File: config.mk
export PLATFORM = sky130hd
export DESIGN_NAME = dmem_arbiter
export DESIGN_NICKNAME = d
export VERILOG_FILES = /design/src/rtl/dmem_arbiter.sv
export SDC_FILE = /design/constraint.sdc
export NUM_CORES = 1
export LEC_CHECK = 0
export ABC_CLOCK_PERIOD_IN_PS = 5810
export BUFFER_PORTS_ARGS = -buffer_cell sky130_fd_sc_hd__buf_4
export CORE_UTILIZATION = 23
export CTS_BUF_LIST = sky130_fd_sc_hd__clkbuf_2
export CTS_CLUSTER_SIZE = 8
export DETAILED_ROUTE_END_ITERATION = 7
export GPL_TIMING_DRIVEN = 0
export HOLD_SLACK_MARGIN = 0.1
export RECOVER_POWER = 25
export SKIP_CTS_REPAIR_TIMING = 1
export SLEW_MARGIN = 30
export SYNTH_ARGS = -nofsm -noshare
export SYNTH_HDL_FRONTEND = slang
export SYNTH_SLANG_ARGS = --single-unit
File: constraint.sdc
create_clock -name clk -period 5.81 [get_ports clk]
set_clock_uncertainty 0.15 [all_clocks]
set_input_delay 0.8715 -clock clk [delete_from_list [all_inputs] [get_ports clk]]
set_output_delay 0.8715 -clock clk [all_outputs]
set_load 0.01 [all_outputs]
File: src/rtl/dmem_arbiter.sv
// Shares the single-port data memory between the CPU (port 0) and a debug/loader master (port 1).
// Tie policy: fixed priority to port 0 by default; round-robin when DMEM_ARB_RR_EN is defined.
module dmem_arbiter #(
  parameter int ADDR_W = 7,
  parameter int DATA_W = 16
) (
  input  logic              clk,
  input  logic              rst,
  input  logic              req0,
  input  logic              we0,
  input  logic [ADDR_W-1:0] addr0,
  input  logic [DATA_W-1:0] wdata0,
  input  logic              req1,
  input  logic              we1,
  input  logic [ADDR_W-1:0] addr1,
  input  logic [DATA_W-1:0] wdata1,
  output logic              gnt0,
  output logic              gnt1,
  output logic              rvalid0,
  output logic              rvalid1,
  output logic [DATA_W-1:0] rdata0,
  output logic [DATA_W-1:0] rdata1,
  output logic [ADDR_W-1:0] mem_addr,
  output logic [DATA_W-1:0] mem_wdata,
  output logic              mem_we,
  output logic              mem_re,
  input  logic [DATA_W-1:0] mem_rdata
);

  typedef enum logic [1:0] {IDLE, GNT0, GNT1} state_t;

  state_t state;
  state_t state_nxt;
  logic   last;
  logic   tie_to_1;

`ifdef DMEM_ARB_RR_EN
  // Round-robin: on a tie the port that was not granted most recently wins.
  assign tie_to_1 = ~last;
`else
  // Fixed priority: port 0 always wins; last is still tracked for observability.
  assign tie_to_1 = last & 1'b0;
`endif

  always_comb begin
    state_nxt = IDLE;
    if (req0 && req1) begin
      state_nxt = tie_to_1 ? GNT1 : GNT0;
    end else if (req0) begin
      state_nxt = GNT0;
    end else if (req1) begin
      state_nxt = GNT1;
    end
  end

  always_ff @(posedge clk or negedge rst) begin
    if (!rst) begin
      state <= IDLE;
      gnt0  <= 1'b0;
      gnt1  <= 1'b0;
      last  <= 1'b1;
    end else begin
      state <= state_nxt;
      gnt0  <= (state_nxt == GNT0);
      gnt1  <= (state_nxt == GNT1);
      if (state_nxt == GNT0) begin
        last <= 1'b0;
      end else if (state_nxt == GNT1) begin
        last <= 1'b1;
      end
    end
  end

  // A request dropped during its own grant cycle produces no memory strobe.
  always_comb begin
    mem_addr  = '0;
    mem_wdata = '0;
    mem_we    = 1'b0;
    mem_re    = 1'b0;
    case (state)
      GNT0: begin
        mem_addr  = addr0;
        mem_wdata = wdata0;
        mem_we    = req0 & we0;
        mem_re    = req0 & ~we0;
      end
      GNT1: begin
        mem_addr  = addr1;
        mem_wdata = wdata1;
        mem_we    = req1 & we1;
        mem_re    = req1 & ~we1;
      end
      default: begin
        mem_addr  = '0;
        mem_wdata = '0;
        mem_we    = 1'b0;
        mem_re    = 1'b0;
      end
    endcase
  end

  always_ff @(posedge clk or negedge rst) begin
    if (!rst) begin
      rvalid0 <= 1'b0;
      rvalid1 <= 1'b0;
      rdata0  <= '0;
      rdata1  <= '0;
    end else begin
      rvalid0 <= (state == GNT0) && mem_re;
      rvalid1 <= (state == GNT1) && mem_re;
      if ((state == GNT0) && mem_re) begin
        rdata0 <= mem_rdata;
      end
      if ((state == GNT1) && mem_re) begin
        rdata1 <= mem_rdata;
      end
    end
  end

endmodule

==> summary.md <==
| Metric | Value |
|---|---|
| Status | `finished, violations left` |
| Failing checks | `capacitance limit, slew limit` |
| Vias in the first global route | `1,641` |
| CTS tree | `built` |
| Avg Cell Area, Syn | `12.7 sq um` |
| Crit path to | `mem_wdata[15]` |
| Largest net degree at the start of global routing | `38` |
| Multi-input gate area | `815 sq um` |
| DRT Pass-1 Iters | `4` |
| Post-synth EDFFs | `0` |
| Maximum clock path buffer count | `2` |
| Clk slew on worst S/H paths | `0.16 ns` |
| Drc violations | `0` |
| Minimum clock period | `3.02 ns` |
| Worst hold path class | `reg2reg` |
| H-Tree Depth | `2` |
| TNS Setup | `0 ns` |
| Met1 Track Usage GR | `16.8%` |
| Signal arrival time at the worst endpoint | `2.00 ns` |
| Net total in the final layout | `351` |
| Crit path depth | `7` |
| GPL Wtd Cong | `0.720` |
| Max-Cap Viols | `1` |
| I/O Pins | `129` |
| CP Cell Sequence | `inv_1 -> ha_1 -> buf_4 -> clkbuf_1 -> a22oi_1 -> nor2_1 -> buf_4` |
| Clock Tree Root | `clkbuf_2` |
| Crit-path max cell delay | `0.43 ns` |
| Peak VDD IR | `0.114 mV` |
| Die H | `91.5 um` |
| Kind of critical path | `reg2out` |
| Overall global routing resource usage | `13.0%` |
| # fillers | `793` |
| Final Slew Violations | `38` |
| Diodes inserted | `0` |
| CP bufs+invs | `4` |
| CTS Buf Count | `5` |
| Beginning of the critical path | `state[0]$_DFF_PN0_` |
| Reg2Reg Depth | `7` |
| RSZ-0062 raised after global routing | `false` |
| # setup viols final | `0` |
| Post-route ant nets | `0` |
| DP Worst Slack | `3.19 ns` |
| Top cell by count, worst path | `buf_4` |
| Post-layout util | `38.4%` |
| Initial antenna violation count | `0` |
| Worst-margin pin slew | `1.96 ns` |
| Row count | `32` |
| Clk Latency, worst-skew pair | `0.37 ns` |
| Synth async-reset ratio | `100%` |
| Routed wire per std cell | `14.3 um` |
| Share of the synthesized area in the top cell type | `50.2%` |
| Cells after Synth | `145` |
| Sink Count | `37` |
| Vias/cell | `4.22` |
| Crit Reg-Reg Endpoint | `rdata1[4]$_DFFE_PN0P_` |
| Count leader, synth | `dfrtp_1` |
| Critical Path Slowest Stage Cell | `dfrtp_1` |
| Setup ws final | `2.79 ns` |
| Pwr/cell area | `243 nW/um^2` |
| Yosys warning count | `0` |
| Core area | `7730 sq um` |
| Synth-to-Final Area Change | `60.8%` |
| Hold Violations, Final | `0` |
| Tcrit/Tclk final | `52.0%` |
| Post-synth top cells | `37 x dfrtp_1, 24 x nor2_1, 23 x a22oi_1` |
| Final WL | `5.46 mm` |
| First-pass GRT wire length | `8.48 mm` |
| Ys flop type | `dfrtp_1` |
| Die X | `91.5 um` |
| Synth Net Count | `216` |
| DP HPWL | `4.26 mm` |
| Synth cell types | `17` |
| Startpoint types | `register` |
| FF-to-FF Start | `gnt1$_DFF_PN0_` |
| FMAX | `331 MHz` |
| Yosys top cell by area | `dfrtp_1` |
| Critical Path RT | `4.79 ns` |
| Total global routing overflow | `0` |
| Synth top area cells | `dfrtp_1 50%, mux2_4 15%, a22oi_1 9.4%` |
| Initial Util | `23.9%` |
| Sequential area share after synthesis | `50.2%` |
| PnR Total Power | `0.722 mW` |
| Crit-path leading delay family | `buffers and inverters` |
| Max-Slew Margin vs Limit | `-30.8%` |
| Crit-path max FO | `10` |
| Met3 Use GR | `3.27%` |
| Layout cells sized above 1 | `62.3%` |
| Netlist Area Pre-Place | `1840 sq um` |
| Routing usage on met2 | `21.7%` |
| Setup crit end kind | `output pin` |
| FF-to-FF setup slack | `3.56 ns` |
| Most Used Layer, Global Route | `met2` |
| Iter 0 DRT Violations | `44` |
| Die ar. | `8380 sq um` |
| DR vias | `1,617` |
| P_leak | `1.60 nW` |
| I/O Buffers | `128` |
| Reg area | `926 sq um` |
| #FFs+latches synth | `37` |
==> cell families after synthesis <==
family	count (synthesis)	synth area share, %
AOI/OAI and AO/OA	26	11.4
adders and majority gates	3	2.04
buffers and inverters	18	5.57
DFF	37	50.2
muxes	32	23.2
and+or+nand+nor	29	7.54
==> layer usage <==
metal	vias up	share of wire, %
li1	779	-
met1	797	42
met2	39	53
met3	2	4.8
met4	0	0.31
met5	-	0
==> worst min path at each step <==
| stage | startpoint | to | slack [ns] | cells after the start |
|---|---|---|---|---|
| after floorplan | rdata0[0]$_DFFE_PN0P_ | rdata0[0]$_DFFE_PN0P_ | 0.40 | 1 |
| after global placement | rdata0[15]$_DFFE_PN0P_ | rdata0[15]$_DFFE_PN0P_ | 0.34 | 1 |
| after detailed placement | rdata1[3]$_DFFE_PN0P_ | rdata1[3]$_DFFE_PN0P_ | 0.34 | 1 |
| after CTS | rst | rdata1[7]$_DFFE_PN0P_ | 0.26 | 1 |
| after global routing | rdata0[7]$_DFFE_PN0P_ | rdata0[7]$_DFFE_PN0P_ | 0.40 | 1 |
| final | rdata0[5]$_DFFE_PN0P_ | rdata0[5]$_DFFE_PN0P_ | 0.38 | 1 |
==> flip-flops by register name, summed over array words and instances (netlist names) <==
register  flops
rdata1       16
gnt1          1
rvalid1       1
state         1
gnt0          1
rdata0       16
rvalid0       1
==> power by group <==
part           switching [mW]  leakage [nW]  internal [mW]  total [mW]
clock                  0.0823        0.0327         0.0303       0.113
combinational           0.104          1.09          0.167       0.271
sequential             0.0287         0.476          0.309       0.338
==> metrics by stage <==
stage	hold WS, ns	cell area [sq um]	instances
2_1_floorplan	0.400	1840	145
3_3_place_gp	0.340	2930	375
3_5_place_dp	0.342	2930	375
4_1_cts	0.256	2970	383
5_1_grt	0.404	2960	383
6_report	0.376	2960	383
==> layout by cell type, fill, tap and decap left out, types with 3 or more instances in the layout <==
master    Yosys  final
a22oi_1      23     23
buf_4         1    127
clkbuf_1      8     10
clkbuf_2      0      6
dfrtp_1      37     37
ha_1          3      3
inv_1         5      5
mux2_2       14     14
mux2_4       18     18
nor2_1       24     24
==> final cells by class <==
type / instances / share of cell area, %
Timing Repair Buffer: 128 / 32.2
Sequential cell: 37 / 31.2
Multi-Input combinational cell: 90 / 27.5
Tap cell: 102 / 4.31
Buffer: 13 / 2.83
Clock buffer: 6 / 1.01
Inverter: 5 / 0.633
Clock inverter: 2 / 0.338
No activity file was read; power rests on OpenSTA's default activity.
